`config.mk`:
```
export PLATFORM = sky130hd
export DESIGN_NAME = hazard3_cjtag_oscan1_adapter
export DESIGN_NICKNAME = d
export VERILOG_FILES = /design/src/rtl/hazard3_cjtag_oscan1_adapter.sv
export SDC_FILE = /design/constraint.sdc
export NUM_CORES = 1
export LEC_CHECK = 0
export ABC_AREA = 1
export ABC_CLOCK_PERIOD_IN_PS = 1300
export BUFFER_PORTS_ARGS = -buffer_cell sky130_fd_sc_hd__buf_2
export CAP_MARGIN = 10
export CORE_ASPECT_RATIO = 1.1
export CORE_MARGIN = 8
export CORE_UTILIZATION = 28
export DETAILED_ROUTE_END_ITERATION = 12
export GPL_ROUTABILITY_DRIVEN = 0
export MAX_ROUTING_LAYER = met4
export SLEW_MARGIN = 20
export SYNTH_ARGS = -nofsm -noshare
export SYNTH_HDL_FRONTEND = slang
export SYNTH_SLANG_ARGS = --single-unit
export TNS_END_PERCENT = 50
```
`constraint.sdc`:
```
create_clock -name clk -period 1.3 [get_ports clk]
set_input_delay 0.13 -clock clk [delete_from_list [all_inputs] [get_ports clk]]
set_output_delay 0.13 -clock clk [all_outputs]
set_load 0.02 [all_outputs]
```
`src/rtl/hazard3_cjtag_oscan1_adapter.sv`:
```
// Hazard3 cJTAG OScan1 adapter: oversamples 2-pin TCKC/TMSC and drives a 4-wire JTAG DTM.
// Define HAZARD3_CJTAG_ESC_RESET_EN to add the tap_trst_n pulse on reset escapes.
module hazard3_cjtag_oscan1_adapter #(
  parameter int unsigned N_SYNC = 2,
  parameter logic [11:0] OAC    = 12'h00c
) (
  input  logic clk,
  input  logic trst_n,
  input  logic tckc,
  input  logic tmsc_i,
  output logic tmsc_o,
  output logic tmsc_oe,
  output logic tck,
  output logic tms,
  output logic tdi,
  input  logic tdo,
  output logic online
`ifdef HAZARD3_CJTAG_ESC_RESET_EN
  ,
  output logic tap_trst_n
`endif
);

  typedef enum logic [2:0] {
    StOffline,
    StOac,
    StNtdi,
    StTms,
    StTdo
  } state_e;

  logic [N_SYNC-1:0] tckc_sync_q, tmsc_sync_q;
  logic              tckc_prev_q, tmsc_prev_q;
  logic              tckc_s, tmsc_s;
  logic              rise, fall, toggle;

  // One extra bit so that a saturated count of 8 is distinguishable from a select (6-7).
  logic [3:0]        esc_cnt_q, esc_cnt_d;
  logic              esc_desel, esc_sel, esc_rst, esc_any;

  state_e            state_q, state_d;
  logic [11:0]       oac_sr_q, oac_sr_d;
  logic [3:0]        oac_cnt_q, oac_cnt_d;
  logic [11:0]       oac_next;
  logic              tms_armed_q, tms_armed_d;
  logic [1:0]        tdo_dly_q, tdo_dly_d;
  logic              tck_q, tck_d;
  logic              tms_q, tms_d;
  logic              tdi_q, tdi_d;
  logic              tmsc_o_q, tmsc_o_d;
  logic              tmsc_oe_q, tmsc_oe_d;
  logic              online_q, online_d;

  always_ff @(posedge clk or negedge trst_n) begin
    if (!trst_n) begin
      tckc_sync_q <= '0;
      tmsc_sync_q <= '0;
      tckc_prev_q <= 1'b0;
      tmsc_prev_q <= 1'b0;
    end else begin
      tckc_sync_q <= N_SYNC'({tckc_sync_q, tckc});
      tmsc_sync_q <= N_SYNC'({tmsc_sync_q, tmsc_i});
      tckc_prev_q <= tckc_s;
      tmsc_prev_q <= tmsc_s;
    end
  end

  assign tckc_s = tckc_sync_q[N_SYNC-1];
  assign tmsc_s = tmsc_sync_q[N_SYNC-1];
  assign rise   = tckc_s & ~tckc_prev_q;
  assign fall   = ~tckc_s & tckc_prev_q;
  assign toggle = tmsc_s ^ tmsc_prev_q;

  always_comb begin
    esc_cnt_d = esc_cnt_q;
    if (rise || fall) begin
      esc_cnt_d = '0;
    end else if (tckc_s && toggle && !esc_cnt_q[3]) begin
      esc_cnt_d = esc_cnt_q + 4'd1;
    end
  end

  assign esc_desel = fall & (esc_cnt_q[3:1] == 3'b010);
  assign esc_sel   = fall & (esc_cnt_q[3:1] == 3'b011);
  assign esc_rst   = fall & esc_cnt_q[3];
  assign esc_any   = esc_desel | esc_sel | esc_rst;
  assign oac_next  = {tmsc_s, oac_sr_q[11:1]};

`ifdef HAZARD3_CJTAG_ESC_RESET_EN
  logic [1:0] rst_sr_q;

  always_ff @(posedge clk or negedge trst_n) begin
    if (!trst_n) begin
      rst_sr_q <= 2'b00;
    end else if (esc_rst) begin
      rst_sr_q <= 2'b11;
    end else begin
      rst_sr_q <= {rst_sr_q[0], 1'b0};
    end
  end

  assign tap_trst_n = ~rst_sr_q[1];
`endif

  always_comb begin
    state_d     = state_q;
    oac_sr_d    = oac_sr_q;
    oac_cnt_d   = oac_cnt_q;
    tms_armed_d = tms_armed_q;
    tdo_dly_d   = tdo_dly_q;
    tck_d       = tck_q;
    tms_d       = tms_q;
    tdi_d       = tdi_q;
    tmsc_o_d    = tmsc_o_q;
    tmsc_oe_d   = tmsc_oe_q;

    case (state_q)
      StOac: begin
        if (rise) begin
          oac_sr_d  = oac_next;
          oac_cnt_d = oac_cnt_q + 4'd1;
          if (oac_cnt_q == 4'd11) begin
            state_d = (oac_next == OAC) ? StNtdi : StOffline;
          end
        end
      end
      StNtdi: begin
        if (rise) begin
          tdi_d   = ~tmsc_s;
          state_d = StTms;
        end
      end
      StTms: begin
        if (rise) begin
          tms_d       = tmsc_s;
          tms_armed_d = 1'b1;
        end
        // tck rises one clk after tms is updated so the DTM sees settled tms/tdi.
        if (tms_armed_q) begin
          tck_d = 1'b1;
        end
        if (fall && tms_armed_q) begin
          tck_d       = 1'b0;
          tms_armed_d = 1'b0;
          tdo_dly_d   = 2'd0;
          state_d     = StTdo;
        end
      end
      StTdo: begin
        if (tdo_dly_q != 2'd2) begin
          tdo_dly_d = tdo_dly_q + 2'd1;
        end
        if (tdo_dly_q == 2'd1) begin
          tmsc_oe_d = 1'b1;
          tmsc_o_d  = tdo;
        end
        if (rise) begin
          state_d = StNtdi;
        end
      end
      StOffline: ;
      default: state_d = StOffline;
    endcase

    if (fall) begin
      tmsc_oe_d = 1'b0;
    end

    if (esc_desel || esc_rst) begin
      state_d = StOffline;
    end
    if (esc_sel) begin
      state_d   = StOac;
      oac_cnt_d = '0;
      oac_sr_d  = '0;
    end
    if (esc_any) begin
      tck_d       = 1'b0;
      tms_armed_d = 1'b0;
      tmsc_oe_d   = 1'b0;
    end
`ifdef HAZARD3_CJTAG_ESC_RESET_EN
    if (esc_rst) begin
      tms_d = 1'b1;
    end
`endif

    online_d = (state_d == StNtdi) || (state_d == StTms) || (state_d == StTdo);
  end

  always_ff @(posedge clk or negedge trst_n) begin
    if (!trst_n) begin
      state_q     <= StOffline;
      oac_sr_q    <= '0;
      oac_cnt_q   <= '0;
      esc_cnt_q   <= '0;
      tms_armed_q <= 1'b0;
      tdo_dly_q   <= '0;
      tck_q       <= 1'b0;
      tms_q       <= 1'b1;
      tdi_q       <= 1'b1;
      tmsc_o_q    <= 1'b0;
      tmsc_oe_q   <= 1'b0;
      online_q    <= 1'b0;
    end else begin
      state_q     <= state_d;
      oac_sr_q    <= oac_sr_d;
      oac_cnt_q   <= oac_cnt_d;
      esc_cnt_q   <= esc_cnt_d;
      tms_armed_q <= tms_armed_d;
      tdo_dly_q   <= tdo_dly_d;
      tck_q       <= tck_d;
      tms_q       <= tms_d;
      tdi_q       <= tdi_d;
      tmsc_o_q    <= tmsc_o_d;
      tmsc_oe_q   <= tmsc_oe_d;
      online_q    <= online_d;
    end
  end

  assign tck     = tck_q;
  assign tms     = tms_q;
  assign tdi     = tdi_q;
  assign tmsc_o  = tmsc_o_q;
  assign tmsc_oe = tmsc_oe_q;
  assign online  = online_q;

endmodule

```
======== Yosys cells after proc, flatten, opt, wreduce, memory -nomap -nowiden ========
Cells that the tools add are included.
operators by class
  add/sub/neg operators ................... 3
  eq/ne operators ......................... 15
  mux-type cells .......................... 32
  bitwise operators ....................... 11
  reduce and logical (&&, ||, !) cells .... 26
operators by type and width
  kind                   count
  $mux W12               3
  $mux W3                7
  $mux W4                5
  $eq A3 B2 Y1 const B   6
  $pmux W3 S5            1
  $reduce_and A2 Y1      7
  $eq A12 B4 Y1 const B  1
  $mux W1                12
  $reduce_bool A3 Y1     4
  $reduce_bool A2 Y1     5
  $add A4 B1 Y4 const B  2
  $eq A3 B3 Y1 const B   2
  $mux W2                3
  $ne A2 B2 Y1 const B   3
  $and A1 B1 Y1          5
  $eq A4 B4 Y1 const B   1
  $logic_or A1 B1 Y1     4
  $pmux W2 S2            1
  $eq A3 B1 Y1 const B   1
  $logic_and A1 B1 Y1    3
  $logic_not A3 Y1       1
  $not A1 Y1             3
  $reduce_and A3 Y1      1
  $add A2 B1 Y2 const B  1
  4 further kinds        5
storage, ports and cells
  flip-flop bits (word level) ............. 38

======== Logic depth before layout (Yosys ltp) ========
Gate-level depths: netlist of run 1.
  depth in word-level cells ............... 10
  gate-level depth with buffers ........... 10
  mapped depth without buffers ............ 10

======== Least setup slack after synthesis of run 1 ========
OpenSTA, ideal clock, no wires.
  path type ............................... reg-to-reg
  start ................................... reg tckc_sync_q[1]
  end ..................................... reg oac_sr_q[1]
  arrival time ............................ 1.228 ns
  setup slack ............................. -0.052 ns
  stages on the path, launching flop included .. 7
  clock period less this slack ............ 1.352 ns
  cell sequence ........................... dfrtp_1 inv_1 ha_1 nand4_2 buf_2 nand3_2 o31ai_4
on the way
  word-level cells in the longest chain between the ends .. 5
  elaborated cells on any way between the ends .. 8
  classes of those cells .................. 1 x mux; 4 x bitwise; 3 x reduce/logical
ends and longest elaborated chain
  item                                 RTL line  source
  start, declared                      32        logic [N_SYNC-1:0] tckc_sync_q, tmsc_sync_q;
  start signal, assigned               61        tckc_sync_q <= N_SYNC'({tckc_sync_q, tckc});
  $not A1 Y1                           71        assign fall = ~tckc_s & tckc_prev_q;
  $and A1 B1 Y1                        71
  $and A1 B1 Y1                        84        assign esc_sel = fall & (esc_cnt_q[3:1] == 3'b011);
  $reduce_bool A2 Y1 (no source line)  --
  $reduce_and A2 Y1 (no source line)   --
  end signal, assigned                 207       oac_sr_q <= oac_sr_d;
  end, declared                        42        logic [11:0] oac_sr_q, oac_sr_d;
Several ways; a longest one is shown, not always the timed one.
A chain may end at the register's enable or synchronous reset.

======== Final worst setup path of run 1 ========
  start ................................... reg tckc_sync_q[1]
  end ..................................... reg online_q (netlist: online)
on the way
  word-level cells in the longest chain between the ends .. 10
  elaborated cells on any way between the ends .. 20
  classes of those cells .................. 3 x eq/ne; 7 x mux; 6 x bitwise; 4 x reduce/logical
ends and longest elaborated chain
  item                  RTL line  source
  $not A1 Y1            71
  $and A1 B1 Y1         71
  $logic_and A1 B1 Y1   142       if (fall && tms_armed_q) begin
  $mux W3               142
  $pmux W3 S5           117       case (state_q)
  $mux W3               169       if (esc_desel || esc_rst) begin
  $mux W3 *             172       if (esc_sel) begin
  $eq A3 B2 Y1          188       online_d = (state_d == StNtdi) || (state_d == StTms) || (state_d == StTdo);
  $logic_or A1 B1 Y1    188
  $logic_or A1 B1 Y1 *  188
  net online_d          52        logic online_q, online_d;
  end signal, assigned  217       online_q <= online_d;
  end, declared         52
Mark *: on every way through the listed nets, which the timed path passes. The rest lies on a longest branch.

==> results of run 1 <==
-- cell type report --
class                      instances  area (µm²)  area share
tap                               80         100      0.0458
timing repair buffer              24         203      0.0928
clock inverter                     1        30.0      0.0137
clock buffer                       7        86.3      0.0395
inverter                          33         124      0.0567
multi-input combinational        125         713       0.326
sequential                        37         928       0.425
-- what timing repair did --
item,in CTS,in global routing
hold buffers,3,0
setup endpoints to repair,18,23
resized for setup,8,19
pin swaps,0,3
hold endpoints to repair,37,0
-- metrics by stage --
| stage | setup TNS, ps | power (mW) | area, µm² |
|---|---|---|---|
| 5_1_grt | -1220 | 2.67 | 2180 |
| 4_1_cts | 0 | 2.57 | 2140 |
| 3_3_place_gp | -284 | 1.51 | 1970 |
| 2_1_floorplan | 0 | 1.42 | 1740 |
| 3_5_place_dp | -591 | 1.52 | 1970 |
| 6_report | -76.3 | 2.56 | 2180 |
-- routing by layer --
metal	up-vias	routed length, µm	GRT usage
met5	-	0	-
met4	0	70	0.0416
met3	6	150	0.0307
met2	15	1610	0.131
met1	632	1520	0.0905
li1	685	-	-
-- placed cells by master, fill, tap and decap left out, types with 3 or more instances in the layout --
cell	netlist	routed
dfrtp_1	35	35
nand2_1	36	34
inv_1	30	29
nor2_1	28	25
nand3_1	13	13
o21ai_0	19	10
a21oi_1	11	10
buf_2	1	10
clkbuf_8	0	6
buf_4	0	6
o21ai_1	0	5
inv_2	3	4
o21ai_2	0	4
ha_1	6	4
nor2_2	0	3
nand4_1	3	3
dlygate4sd3_1	0	3
-- critical path: stages (launching register included) --
cell	delay [ps]
dfrtp_1	430
inv_2	90
ha_4	160
nand4_4	180
o211ai_1	140
inv_1	70
nand2_1	80
nand2_1	50
-- cell families after synthesis --
family	Yosys count
simple gates	85
flops	37
buf+inv	36
compound gates	33
fa+ha+maj	6
mux	1
-- worst max-delay path by stage --
stage | end | slack [ps] | depth (start not counted)
after floorplan | oac_sr_q[1]$_DFFE_PN0P_ | 10 | 6
after CTS | oac_sr_q[4]$_DFFE_PN0P_ | 2 | 7
after global placement | online$_DFF_PN0_ | -50 | 9
after global routing | online$_DFF_PN0_ | -80 | 11
after detailed placement | online$_DFF_PN0_ | -70 | 9
final | online$_DFF_PN0_ | -20 | 7
-- flip-flops by register name (all words and copies together), names as in the netlist --
name         count
tms              1
esc_cnt_q        4
state_q          3
tdo_dly_q        2
tckc_sync_q      2
tmsc_o           1
tmsc_oe          1
tmsc_sync_q      2
oac_cnt_q        4
tmsc_prev_q      1
tms_armed_q      1
oac_sr_q        11
tckc_prev_q      1
online           1
tck              1
tdi              1
-- power breakdown --
group	internal [mW]	switching (mW)	leakage, nW
Clock	0.625	0.399	0.0585
Combinational	0.109	0.125	0.544
Sequential	1.23	0.0707	0.490
Total	1.96	0.594	1.09
==> results by group, run 1 <==
Finish
  • Fraction of final layout cells sized beyond drive strength 1: 0.229
  • # fillers: 657
  • End-of-flow core utilization: 0.359
  • Count of nets after finishing: 237
  • Count of inserted antenna diode cells: 0
  • Area growth from synthesis to final layout: 26.4%
  • Number of non-filler instances in the completed layout: 307

STA
  • Fmax achieved: 756 MHz
  • Clock tree skew after final layout: 6.93 ps
  • Count of endpoints failing setup in the final report: 9
  • RSZ-0062 raised after global routing: true
  • Measured slew at the worst slew-check pin: 255 ps
  • Final-report hold violation count: 0
  • Min Clock Period, post-route: 1320 ps
  • Minimum hold slack: 73.8 ps
  • Final-report max-slew violation count: 0
  • Period Utilization, post-route: 1.02
  • Worst-case setup margin in the final layout: -23.6 ps
  • Headroom to the max-slew limit: 0.830

Floorplan
  • Top Ports: 11
  • Vert. Die Dim: 98.4 µm
  • Area inside the core boundary: 6080 µm²
  • Core Rows: 30
  • Die area: 8940 µm²
  • Initial standard-cell utilization of the core: 0.284
  • Chip Width: 90.9 µm

Critical path
  • Endpoint arrival time on the critical path: 1510 ps
  • Classification of the worst setup path: reg2reg
  • Critical Path Source: tckc_sync_q[1]$_DFF_PN0_
  • Capturing element type of the critical path: flip-flop
  • R2r startpoint: tckc_sync_q[1]$_DFF_PN0_
  • Startpoint Class: flip-flop
  • Worst-path maximum fanout: 7
  • Slack of the worst reg-to-reg path: -20 ps
  • Reg2Reg Depth: 7
  • Required time worst endpoint: 1480 ps
  • Capturing point of the worst reg2reg path: online$_DFF_PN0_

CTS
  • Post-CTS repair timing setup buffer count: 0
  • Clock-pin slew on the worst setup and hold paths: 80 ps
  • Buffer levels on the longest clock path: 2
  • Master cell of the clock root buffer: clkbuf_8
  • Number of H-tree branching levels: 2
  • Number of buffers inserted during clock tree synthesis: 5
  • Skew-Pair Late Insertion Delay: 290 ps
  • Number of clock sinks: 37
  • CTS tree: built

Hold path
  • Worst min-delay path endpoint: tmsc_o$_DFFE_PN0P_
  • Start point of the worst min-delay path: tdo
  • Worst hold path depth: 2
  • Kind of path behind the tightest hold check: in2reg

Yosys
  • Unique masters post-synth: 20
  • Area fraction in and, or, nand and nor cells after synthesis: 0.217
  • Dominant synthesized flop cell: dfrtp_1
  • Mux cell area share after synthesis: 0.00652
  • Largest area contributor in the netlist: dfrtp_1
  • Synthesized area divided by synthesized cell count: 8.73 µm²
  • Top cell type's share of synthesized area: 0.507
  • Synthesized net count: 209
  • Complex-gate fraction of the synthesized area: 0.108
  • Number of synthesized register bits: 37
  • Dominant cell by count in the synthesized netlist: nand2_1
  • Area of the mapped netlist: 1730 µm²
  • Area contributors post-synth: dfrtp_1 51%, nand2_1 7.8%, inv_1 6.5%
  • Combinational family with the most area after synthesis: simple AND/OR/NAND/NOR gates
  • Sequential fraction of the synthesis area: 0.537
  • Commonest cells in the synthesized netlist: 36 x nand2_1, 35 x dfrtp_1, 30 x inv_1
  • Number of warnings printed during yosys synthesis: 0
  • Xor-xnor portion of the synthesized cell area: 0
  • Synthesized-area fraction occupied by adder cells: 0.0434
  • Fraction of synthesis flops using an asynchronous set or reset pin: 1.00
  • Number of enable flip-flop cells after synthesis: 0
  • Number of instances in the synthesized netlist: 198

Routing
  • Pre-Repair DR Iteration Count: 4
  • Count of nets left with antenna violations after detail routing: 0
  • Via density per instance: 4.36
  • Post-route DRC: 0
  • Total via count after detailed routing: 1338
  • Wire length after detailed routing: 3350 µm
  • Detail-routed net length per standard cell: 10.9 µm
  • Iter 0 DRT Violations: 61

Placement
  • Number of cells after detailed placement: 296
  • DPL Wire Length: 2400 µm
  • Count of buffers inserted at the top-level ports: 10
  • Pre-CTS setup slack: -69.7 ps

Global route
  • Antenna violations before repair: 0
  • First-pass GRT wire length: 5830 µm
  • Residual overflow from global routing: 0
  • Vias in the first global route: 1360
  • Maximum number of pins on one net before global-route repair: 35
  • Overall track demand over capacity in global routing: 0.0832

Outcome
  • Violations in the final reports: setup timing
  • Result of the run: finished with violations

Power and ir drop
  • Worst supply voltage drop on vdd: 0.424 mV
  • Power per cell area: 1170 nW/µm²
  • Static leakage: 1.09 nW

Run
  • Number of max-capacitance violations reported: 0
Power figures use the tool's default switching activity.
==> run 2, diff against run 1 <==
--- a/config.mk
+++ b/config.mk
@@ -6,7 +6,7 @@
 export NUM_CORES = 1
 export LEC_CHECK = 0
 export ABC_AREA = 1
-export ABC_CLOCK_PERIOD_IN_PS = 1300
+export ABC_CLOCK_PERIOD_IN_PS = 1700
 export BUFFER_PORTS_ARGS = -buffer_cell sky130_fd_sc_hd__buf_2
 export CAP_MARGIN = 10
 export CORE_ASPECT_RATIO = 1.1
==> constraint.sdc (replaced) <==
create_clock -name clk -period 1.7 [get_ports clk]
set_input_delay 0.17 -clock clk [delete_from_list [all_inputs] [get_ports clk]]
set_output_delay 0.17 -clock clk [all_outputs]
set_load 0.02 [all_outputs]
==> results by group, run 2 (same netlist as run 1, synthesis figures left out) <==
Routing
  • Total via count after detailed routing: 1273 (was 1338)
  • Post-route DRC: 0 (unchanged)
  • Pre-Repair DR Iteration Count: 4 (unchanged)
  • Iter 0 DRT Violations: 83 (was 61)
  • Wire length after detailed routing: 3120 µm (was 3350 µm)
  • Count of nets left with antenna violations after detail routing: 0 (unchanged)
  • Via density per instance: 4.24 (was 4.36)
  • Detail-routed net length per standard cell: 10.4 µm (was 10.9 µm)

Floorplan
  • Vert. Die Dim: 98.4 µm (unchanged)
  • Chip Width: 90.9 µm (unchanged)
  • Die area: 8940 µm² (unchanged)
  • Initial standard-cell utilization of the core: 0.284 (unchanged)
  • Top Ports: 11 (unchanged)
  • Core Rows: 30 (unchanged)
  • Area inside the core boundary: 6080 µm² (unchanged)

Power and ir drop
  • Static leakage: 1.05 nW (was 1.09 nW)
  • Power per cell area: 938 nW/µm² (was 1170 nW/µm²)
  • Worst supply voltage drop on vdd: 0.402 mV (was 0.424 mV)

Finish
  • Count of nets after finishing: 230 (was 237)
  • End-of-flow core utilization: 0.333 (was 0.359)
  • Number of flip-flops in the largest register: 11 (unchanged)
  • Most common cell after layout, fill and taps aside: nand2_1 (was dfrtp_1)
  • Area growth from synthesis to final layout: 17.3% (was 26.4%)
  • Register containing the most flip-flops in the final layout: oac_sr_q (unchanged)
  • Fraction of final layout cells sized beyond drive strength 1: 0.145 (was 0.229)
  • Leading cell types in the layout, fill and taps excluded: 36 x nand2_1, 35 x dfrtp_1, 30 x inv_1 (was 35 x dfrtp_1, 34 x nand2_1, 29 x inv_1)
  • Count of inserted antenna diode cells: 0 (unchanged)
  • Final cell area excluding filler cells: 2030 µm² (was 2180 µm²)
  • Biggest registers after layout: oac_sr_q x11, esc_cnt_q x4, oac_cnt_q x4 (unchanged)

STA
  • Final-report hold violation count: 0 (unchanged)
  • Final-report max-slew violation count: 0 (unchanged)
  • Min Clock Period, post-route: 1460 ps (was 1320 ps)
  • Sum Neg Setup Slack: 0 ps (was -76.3 ps)
  • Count of endpoints failing setup in the final report: 0 (was 9)
  • Fmax achieved: 685 MHz (was 756 MHz)
  • Measured slew at the worst slew-check pin: 455 ps (was 255 ps)
  • Period Utilization, post-route: 0.858 (was 1.02)
  • Headroom to the max-slew limit: 0.696 (was 0.830)
  • Clock tree skew after final layout: 4.87 ps (was 6.93 ps)
  • Minimum hold slack: 116 ps (was 73.8 ps)
  • Worst-case setup margin in the final layout: 241 ps (was -23.6 ps)
  • RSZ-0062 raised after global routing: false (was true)

Run
  • Number of max-capacitance violations reported: 0 (unchanged)

Global route
  • Antenna violations before repair: 0 (unchanged)
  • Met3 GRT Util: 0.0261 (was 0.0307)
  • GR met2 Demand/Resource: 0.131 (about the same)
  • Most used routing layer in global routing: met2 (unchanged)
  • Vias in the first global route: 1290 (was 1360)
  • Overall track demand over capacity in global routing: 0.0812 (was 0.0832)
  • Maximum number of pins on one net before global-route repair: 38 (was 35)
  • Met1 usage: 0.0882 (was 0.0905)
  • First-pass GRT wire length: 5750 µm (was 5830 µm)
  • Residual overflow from global routing: 0 (unchanged)

CTS
  • Number of H-tree branching levels: 2 (unchanged)
  • Buffer levels on the longest clock path: 2 (unchanged)
  • Master cell of the clock root buffer: clkbuf_8 (unchanged)
  • Number of buffers inserted during clock tree synthesis: 5 (unchanged)
  • Skew-Pair Late Insertion Delay: 280 ps (was 290 ps)
  • CTS tree: built (unchanged)
  • Number of clock sinks: 37 (unchanged)
  • Clock-pin slew on the worst setup and hold paths: 70 ps (was 80 ps)

Placement
  • Pre-CTS setup slack: 242 ps (was -69.7 ps)
  • Cell area after placement: 1880 µm² (was 1970 µm²)
  • DPL Wire Length: 2250 µm (was 2400 µm)
  • Count of buffers inserted at the top-level ports: 10 (unchanged)

Critical path
  • Classification of the worst setup path: reg2reg (unchanged)
  • Startpoint Class: flip-flop (unchanged)
  • Worst-path maximum fanout: 18 (was 7)
  • Slack of the worst reg-to-reg path: 240 ps (was -20 ps)
  • Required time worst endpoint: 1900 ps (was 1480 ps)
  • Capturing element type of the critical path: flip-flop (unchanged)
  • Endpoint arrival time on the critical path: 1660 ps (was 1510 ps)

Outcome
  • Result of the run: finished clean (was finished with violations)

Hold path
  • Kind of path behind the tightest hold check: in2reg (unchanged)
[run 2: cell count changes in the layout (fill, tap and decap cells not counted), sizes merged]
cell  before  now
buf       21   14
[run 2: path summary, 6_finish.rpt]
| check | startpoint | to | cells past startpoint |
|---|---|---|---|
| worst max-delay path | tckc_sync_q[1]$_DFF_PN0_ | oac_sr_q[1]$_DFFE_PN0P_ | 6 |
| worst min-delay path | tdo | tmsc_o$_DFFE_PN0P_ | 2 |
| worst max register to register | tckc_sync_q[1]$_DFF_PN0_ | oac_sr_q[1]$_DFFE_PN0P_ | 6 |
| worst min register to register | tmsc_sync_q[0]$_DFF_PN0_ | tmsc_sync_q[1]$_DFF_PN0_ | 0 |
| max in group asynchronous | trst_n | tdi$_DFFE_PN1P_ | 3 |
| min in group asynchronous | trst_n | tmsc_oe$_DFFE_PN0P_ | 3 |
[run 2: critical path, cell delays in order, from the launching register on]
cell and delay (ps):
dfrtp_1 400, inv_1 70, ha_1 250, nand4_2 120, buf_4 220, inv_1 120, o31ai_4 210
[run 2: per-stage QoR]
step                cells  total power [mW]
finish                300              1.90
global route          300              1.99
CTS                   300              1.93
detailed placement    289              1.14
global placement      289              1.14
floorplan             198              1.09
[run 2: power breakdown]
| group | switching, mW | internal (mW) |
|---|---|---|
| sequential | 0.0459 | 0.938 |
| clock | 0.297 | 0.478 |
| combinational | 0.0852 | 0.0574 |
| total | 0.428 | 1.47 |
[run 2: routing by layer]
metal	wire (µm)	part of all wire	vias to the layer above
met5	0	0	-
met4	68	0.022	0
met3	130	0.042	7
met2	1400	0.45	15
met1	1520	0.49	579
li1	-	-	672
[run 2: cell type report]
cell class | count | area [µm²]
fill | 657 | 4050
sequential | 37 | 928
multi-input combinational | 125 | 648
inverter | 33 | 124
timing repair buffer | 17 | 110
tap | 80 | 100
clock buffer | 7 | 86.3
clock inverter | 1 | 30.0
[run 2: what timing repair did]
item / in CTS / in global routing
endpoints found under the hold margin: 37 / 0
hold buffers: 3 / 0
gates resized for setup: 0 / 0
setup buffers: 0 / 0
